--- config.mk ---
export PLATFORM = sky130hd
export DESIGN_NAME = pipe_ctrl
export DESIGN_NICKNAME = d
export VERILOG_FILES = /design/src/rtl/pipe_ctrl_pkg.sv /design/src/rtl/sat_counter.sv /design/src/rtl/pipe_ctrl.sv
export SDC_FILE = /design/constraint.sdc
export NUM_CORES = 1
export LEC_CHECK = 0
export CAP_MARGIN = 20
export CORE_AREA = 2 2 94 74
export CTS_BUF_LIST = sky130_fd_sc_hd__clkbuf_8
export DETAILED_ROUTE_END_ITERATION = 8
export DIE_AREA = 0 0 96 76
export HOLD_SLACK_MARGIN = 0.1
export PLACE_DENSITY_LB_ADDON = 0.12
export SKIP_CTS_REPAIR_TIMING = 1
export SLEW_MARGIN = 20
export SYNTH_ARGS = -nofsm -noshare
export SYNTH_HDL_FRONTEND = slang
export SYNTH_HIERARCHICAL = 1
export SYNTH_SLANG_ARGS = --single-unit
--- constraint.sdc ---
create_clock -name clk -period 7.1 [get_ports clk]
set_clock_uncertainty 0.05 [all_clocks]
set_input_delay 1.42 -clock clk [delete_from_list [all_inputs] [get_ports clk]]
set_output_delay 1.42 -clock clk [all_outputs]
set_load 0.02 [all_outputs]
--- src/rtl/pipe_ctrl_pkg.sv ---
// Shared constants and types for the five-stage pipeline controller:
// stall patterns, eret code, controller FSM encoding and request priority.
package pipe_ctrl_pkg;

  localparam logic STOP    = 1'b1;
  localparam logic NO_STOP = 1'b0;

  localparam logic [5:0] STALL_NONE = 6'b000000;
  localparam logic [5:0] STALL_IF   = 6'b000011;
  localparam logic [5:0] STALL_ID   = 6'b000111;
  localparam logic [5:0] STALL_EX   = 6'b001111;
  localparam logic [5:0] STALL_MEM  = 6'b011111;

  localparam logic [31:0] EXC_NONE = 32'h0000_0000;
  localparam logic [31:0] EXC_ERET = 32'h0000_000e;

  typedef enum logic [1:0] {
    ST_RUN    = 2'b00,
    ST_DRAIN  = 2'b01,
    ST_HALTED = 2'b10
  } state_e;

  // The deepest requesting stage dominates: it must freeze everything upstream of it.
  function automatic logic [5:0] req_pattern(input logic req_if, input logic req_id,
                                             input logic req_ex, input logic req_mem);
    if (req_mem)     return STALL_MEM;
    else if (req_ex) return STALL_EX;
    else if (req_id) return STALL_ID;
    else if (req_if) return STALL_IF;
    else             return STALL_NONE;
  endfunction

endpackage

--- src/rtl/sat_counter.sv ---
// Up-counter that sticks at all-ones; synchronous clear, asynchronous reset.
module sat_counter #(
  parameter int WIDTH = 32
) (
  input  logic             clk,
  input  logic             rst_n,
  input  logic             inc,
  input  logic             clr,
  output logic [WIDTH-1:0] count
);

  logic [WIDTH-1:0] cnt_q;

  // NOTE: sequential state uses non-blocking assignments so every flop samples pre-edge values.
  always_ff @(posedge clk or negedge rst_n) begin
    if (!rst_n) begin
      cnt_q <= '0;
    end else if (clr) begin
      cnt_q <= '0;
    end else if (inc && (cnt_q != {WIDTH{1'b1}})) begin
      cnt_q <= cnt_q + 1'b1;
    end
  end

  assign count = cnt_q;

endmodule

--- src/rtl/pipe_ctrl.sv ---
// Pipeline controller: stall vector from per-stage requests, exception flush and
// redirect, debug halt/drain/resume sequencing and a saturating stall-cycle counter.
module pipe_ctrl
  import pipe_ctrl_pkg::*;
#(
  parameter logic [31:0] EXC_VECTOR   = 32'h0000_0020,
  parameter int          DRAIN_CYCLES = 4
) (
  input  logic        clk,
  input  logic        rst,
  input  logic        stallreq_if,
  input  logic        stallreq_id,
  input  logic        stallreq_ex,
  input  logic        stallreq_mem,
  input  logic [31:0] excepttype_i,
  input  logic [31:0] cp0_epc_i,
  input  logic        dbg_halt_req,
  input  logic        dbg_resume,
  output logic [5:0]  stall,
  output logic        flush,
  output logic [31:0] new_pc,
  output logic        dbg_halted,
  output logic [31:0] stall_cnt
);

  localparam int                DCNT_W    = $clog2(DRAIN_CYCLES + 1);
  localparam logic [DCNT_W-1:0] DCNT_LAST = DCNT_W'(DRAIN_CYCLES - 1);

  state_e            state_q;
  logic [DCNT_W-1:0] dcnt_q;
  logic              dbg_halted_q;

  logic       exc;
  logic [5:0] req;
  logic [5:0] drain_stall;
  logic       drain_step;
  logic       cnt_inc;

  assign exc         = (excepttype_i != EXC_NONE);
  assign req         = req_pattern(stallreq_if, stallreq_id, stallreq_ex, stallreq_mem);
  assign drain_stall = req | STALL_IF;
  // An IF request does not block draining: only downstream requests keep instructions in flight.
  assign drain_step  = (state_q == ST_DRAIN) && !exc && (drain_stall == STALL_IF);
  assign cnt_inc     = (state_q == ST_RUN) && !exc && (req[0] == STOP);

  // NOTE: every always_comb output gets a default first, so no path can infer a latch.
  always_comb begin
    stall  = STALL_NONE;
    flush  = 1'b0;
    new_pc = '0;
    if (!rst) begin
      stall  = STALL_NONE;
    end else if (exc) begin
      flush  = 1'b1;
      new_pc = (excepttype_i == EXC_ERET) ? cp0_epc_i : EXC_VECTOR;
    end else begin
      unique case (state_q)
        ST_RUN:    stall = req;
        ST_DRAIN:  stall = drain_stall;
        ST_HALTED: stall = STALL_IF;
        default:   stall = STALL_NONE;
      endcase
    end
  end

  always_ff @(posedge clk or negedge rst) begin
    if (!rst) begin
      state_q      <= ST_RUN;
      dcnt_q       <= '0;
      dbg_halted_q <= 1'b0;
    end else begin
      // Registered from the current state, so it trails the state transition by one cycle.
      dbg_halted_q <= (state_q == ST_HALTED);
      unique case (state_q)
        ST_RUN: begin
          if (dbg_halt_req) begin
            // A flush empties the pipe by itself, so draining is unnecessary.
            state_q <= exc ? ST_HALTED : ST_DRAIN;
            dcnt_q  <= '0;
          end
        end
        ST_DRAIN: begin
          if (exc) begin
            state_q <= ST_HALTED;
          end else if (drain_step) begin
            if (dcnt_q == DCNT_LAST) begin
              state_q <= ST_HALTED;
            end else begin
              dcnt_q <= dcnt_q + 1'b1;
            end
          end
        end
        ST_HALTED: begin
          if (dbg_resume && !exc) begin
            state_q <= ST_RUN;
          end
        end
        default: begin
          state_q <= ST_RUN;
          dcnt_q  <= '0;
        end
      endcase
    end
  end

  assign dbg_halted = dbg_halted_q;

  sat_counter #(
    .WIDTH(32)
  ) u_stall_cnt (
    .clk   (clk),
    .rst_n (rst),
    .inc   (cnt_inc),
    .clr   (1'b0),
    .count (stall_cnt)
  );

endmodule

## Yosys cells after proc, flatten, opt, wreduce, memory -nomap -nowiden

Cells that the tools add are included.

- Logic and storage cells: 55
- Bits in read-only memories: 0
- Input port bits: 72
- Memories: 0
- Latch bits: 0
- Output and inout bits: 72
- Register bits after elaboration: 38
- RAM bits: 0

- Equal/unequal tests: 12
- Divide/modulo/power cells: 0
- $lt $le $gt $ge: 0
- Mux-type cells: 24
- Multipliers: 0
- Add/subtract/negate cells: 2
- Shift-type cells: 0
- Bitwise gates (word level): 1
- Reductions and logical operators: 12

Operators with widths:

| operator | number |
|---|---|
| $mux 32 | 3 |
| $add 32x1->32 const B | 1 |
| $eq 32x4->1 const B | 1 |
| $ne 32x32->1 const B | 1 |
| $reduce_bool 32->1 | 1 |
| $mux 6 | 3 |
| $pmux 6 s3 | 1 |
| $mux 3 | 5 |
| $mux 2 | 7 |
| $pmux 3 s3 | 1 |
| $ne 2x2->1 const B | 4 |
| $logic_and 1x1->1 | 6 |
| $pmux 2 s3 | 1 |
| $reduce_and 5->1 | 1 |
| $logic_not 4->1 | 1 |
| $mux 4 | 1 |
| $reduce_and 4->1 | 1 |
| $add 3x1->3 const B | 1 |
| $eq 3x2->1 const B | 1 |
| $ne 3x2->1 const B | 1 |
| $ne 3x3->1 const B | 1 |
| $eq 2x1->1 const B | 1 |
| $eq 2x2->1 const B | 1 |
| $logic_not 2->1 | 1 |
| 4 further kinds | 5 |

## Longest topological paths before layout

- Word-level depth: 9
- Gate-level depth with buffers: 11
- Depth with buffers taken out: 9

## Modules after synthesis

Netlist, hierarchy kept.

Modules (own cells, without submodules):

| module | cells each | times used | sequential area each (um^2) | area an instance (um^2) |
|---|---|---|---|---|
| sat_counter | 198 | 1 | 800.8 | 1854.3 |
| pipe_ctrl | 112 | 1 | 150.1 | 862.1 |

## Worst setup path after synthesis

No wires, ideal clock.

- Path kind: input to output
- Start point: in excepttype_i[21]
- End point: out stall[1]
- Setup slack: 1.988 ns
- Buffers on the path: 1
- Cell stages on the path: 5
- Arrival time: 3.642 ns
- Data required time: 5.630 ns
- Path through: nor4_2 -> and4_1 -> nand3_2 -> a2111oi_0 -> buf_4

- Cells in the longest elaborated chain, start to end: 3

Ends and longest elaborated chain:

| element | RTL line | source |
|---|---|---|
| start: declaration | pipe_ctrl.sv:15 | `input logic [31:0] excepttype_i,` |
| $reduce_bool 32->1 | pipe_ctrl.sv:39 | `assign exc = (excepttype_i != EXC_NONE);` |
| $mux 6 | pipe_ctrl.sv:53 | `end else if (exc) begin` |
| $mux 6 | pipe_ctrl.sv:51 | `if (!rst) begin` |
| end: declaration | pipe_ctrl.sv:19 | `output logic [5:0] stall,` |

No other way between the ends.

## Worst setup path after layout

- Start point: in excepttype_i[13]
- End point: out new_pc[19]

- Cells in the longest elaborated chain, start to end: 4
- Elaborated cells between the ends (all ways): 5
- Those cells by class: eq/ne (1); mux (3); reduce/logical (1)

Ends and longest elaborated chain:

| element | RTL line | source |
|---|---|---|
| $eq 32x4->1 | pipe_ctrl.sv:55 | `new_pc = (excepttype_i == EXC_ERET) ? cp0_epc_i : EXC_VECTOR;` |
| $mux 32 | pipe_ctrl.sv:55 |  |
| $mux 32 (*) | pipe_ctrl.sv:53 |  |
| $mux 32 (*) | pipe_ctrl.sv:51 |  |
| end: declaration | pipe_ctrl.sv:21 | `output logic [31:0] new_pc,` |

Mark *: on every way between the ends. The rest lies on a longest branch, timed or not.

==> flow_metrics.py <==
metrics = {
    "yosys": {
        "synth_seq_cells": 38,
        "avgSynthCellArea_um2": 8.76,
        "syn-cell-area_um2": 2720,
        "synth_top_area_share_pct": 35.0,
        "ys_top_cells_by_area": "dfrtp_1 35%, and2_1 7.8%, nor2_1 4.7%, nor4_2 3.7%, nand3_1 3.5%",
        "synth_cells": 310,
        "synth_edf_count": 0,
        "ys_seq_area_share_pct": 35.0,
        "synth.largest_area_cell": "dfrtp_1",
        "yosys-top-cells-count": "38 x dfrtp_1, 34 x and2_1, 34 x nor2_1",
        "synth_warnings": 6,
        "yosysUniqueCellTypes": 51,
        "async_flop_share_pct": 100,
        "synth_ff_type": "dfrtp_1",
        "yosysMostFrequentCell": "dfrtp_1",
    },
    "timing": {
        "rsz0062_at_grt": "no",
        "worst_pin_slew_ps": 775,
        "hold_viol": 0,
        "fin_crit_sh_pct": 79.5,
        "fmax_mhz": 177,
        "relSlewSlack_pct": 47.0,
        "drv_slew": 0,
        "fin_crit_ps": 5640,
        "setup_viol": 0,
        "setup_tns_ps": 0,
        "setup_slack_ps": 1460,
    },
    "floorplanning": {
        "die_w_um": 96,
        "start_util_pct": 42.0,
        "fp-row-count": 26,
        "fp.dieArea_um2": 7300,
        "design.core.area_um2": 6470,
        "die_h_um": 76,
        "ioPinCount": 144,
    },
    "worst_setup_path": {
        "cp.required_ps": 5630,
        "crit_type": "input port to primary output",
        "arrival_ps": 4170,
        "critical_path_buf_inv_count": 2,
        "crit_family": "simple AND/OR/NAND/NOR gates",
        "path_max_fanout": 31,
        "r2r_cells": 9,
        "cpMaxStageDelayCell": "and3_1",
        "crit_path_start_kind": "input port",
        "cpPeakStageDelay_ps": 680,
        "crit_chain": "clkdlybuf4s50_1 -> nor4_2 -> nand4_1 -> nor2_1 -> and3_1 -> and2_1 -> clkdlybuf4s50_1",
        "cpMostUsedCell": "clkdlybuf4s50_1",
        "cp_num_cells": 7,
        "end_kind": "primary output",
    },
    "grt": {
        "grt_pass1_wl_um": 13400,
        "grt_max_degree": 41,
        "grt.total_usage_pct": 22.9,
        "grt_pass1_vias": 2689,
        "grt-ovfl-total": 0,
        "antenna_found_initial": 0,
    },
    "routing": {
        "drcViolationCount": 0,
        "finalWirelength_um": 8140,
        "ant_nets": 0,
        "post_drt_wl_per_cell_um": 15.2,
        "drt_iter0_markers": 146,
        "vias": 2798,
        "drt_pass1_iterations": 5,
        "drt-vias-per-instance": 5.22,
    },
    "min_path": {
        "hold_depth": 2,
        "hold_class": "flop to flop",
    },
    "final_layout": {
        "seq_area_um2": 951,
        "area_growth_pct": 57.7,
        "final_util_pct": 66.2,
        "n_fill_cell": 544,
        "multi_input_area_um2": 1660,
        "layout-drive-gt1-share_pct": 7.96,
        "nets": 530,
        "n_antenna_cell": 0,
    },
    "clock_network": {
        "cts_tree": "built",
        "numCtsBuffers": 5,
        "cts_root_buf": "clkbuf_8",
        "clockBufferDepth": 2,
        "worstSkewPairLatency_ps": 290,
        "clk_pin_slew_ps": 80,
        "ctsHtreeMaxLevel": 2,
        "cts.sinks": 38,
    },
    "placed_design": {
        "gp_congestion": 0.804,
        "post-place-ws_ps": 1450,
        "io_buffers": 142,
        "hpwl_um": 6430,
    },
    "power_and_ir_drop": {
        "swShare_pct": 27.5,
        "seqPwrFrac_pct": 47.0,
        "netSwitchingPower_mw": 0.132,
        "vdd_drop_max_mv": 0.0930,
        "p_comb_share_pct": 22.3,
        "p_per_area_nw_per_um2": 112,
        "clkPwrFrac_pct": 30.6,
        "leakage_nw": 1.69,
        "power.internal_mw": 0.348,
    },
    "flow_run": {
        "max_cap_viol_count": 0,
    },
    "run_status": {
        "status": "finished, final reports clean",
    },
}
[cell usage in the layout, fill, tap and decap left out, types with 7 or more instances in the layout]
cell type / n
a21oi_1: 14
and2_1: 34
and3_1: 9
clkdlybuf4s50_1: 141
dfrtp_1: 38
ha_1: 7
inv_1: 16
nand2_1: 13
nand3_1: 19
nand4_1: 8
nor2_1: 34
nor2b_1: 7
nor4_2: 8
xnor2_1: 10
[sequential cells by signal (all words and copies together) (netlist names)]
signal             flops
dbg_halted             1
dcnt_q                 3
state_q                2
u_stall_cnt/count     32
[kinds of logic after synthesis]
group,Yosys count,synth area share (%)
XOR/XNOR,13,4.19
AND/OR/NAND/NOR,172,38.8
other,1,0.138
buffers and inverters,28,4.38
flip-flops,38,35.0
adder cells (fa/ha/maj),7,3.22
multiplexers,9,3.73
AO/OA/AOI/OAI,42,10.5
[power by group through the flow]
stage	Clock, mW	Combinational, mW	Sequential [mW]
6_report	0.147	0.107	0.225
5_1_grt	0.159	0.115	0.226
4_1_cts	0.149	0.106	0.225
3_5_place_dp	0	0.104	0.230
3_3_place_gp	0	0.104	0.229
2_1_floorplan	0	0.0402	0.233
[cell type report]
cell class                      instances  area share, %
Tap cell                               84           2.45
Clock inverter                          3          0.409
Sequential cell                        38           22.2
Clock buffer                            5           1.61
Multi-Input combinational cell        248           38.8
Timing Repair Buffer                  143           33.2
Inverter                               15           1.31
[routing by layer]
layer	global-route usage, %	part of all wire (%)	vias up	routed length (µm)
li1	-	-	1381	-
met2	33.9	47	89	3800
met5	0	0	-	0
met3	4.15	5.4	19	437
met4	7.00	2.3	0	184
met1	33.9	46	1309	3720
[worst reg2reg max path, stage by stage (launching register included)]
cell	delay, ps
dfrtp_1	410
inv_1	120
ha_1	260
o21ai_0	140
nor2_1	270
and3_1	320
nand4_1	130
a21o_1	370
nor4_1	400
mux2_2	370
[final timing paths]
path / from / end / slack [ps]
max: excepttype_i[13] / new_pc[19] / 1460
min: dcnt_q[2]$_DFFE_PN0P_ / dcnt_q[2]$_DFFE_PN0P_ / 490
max reg2reg: state_q[0]$_DFFE_PN0P_ / u_stall_cnt/count[31]$_DFFE_PN0P_ / 4160
min reg2reg: dcnt_q[2]$_DFFE_PN0P_ / dcnt_q[2]$_DFFE_PN0P_ / 490
max in group asynchronous: rst / u_stall_cnt/count[21]$_DFFE_PN0P_ / 5500
min in group asynchronous: rst / u_stall_cnt/count[0]$_DFFE_PN0P_ / 1120
[through the flow]
step                      std cells  area, µm²  total power, mW  hold slack [ps]
after CTS                       536       4280            0.480              486
after detailed placement        528       4200            0.334              466
final                           536       4280            0.480              486
after global placement          528       4200            0.333              449
after global routing            536       4280            0.501              501
after floorplan                 314       2730            0.273              436
No activity file was read; power rests on OpenSTA's default activity.
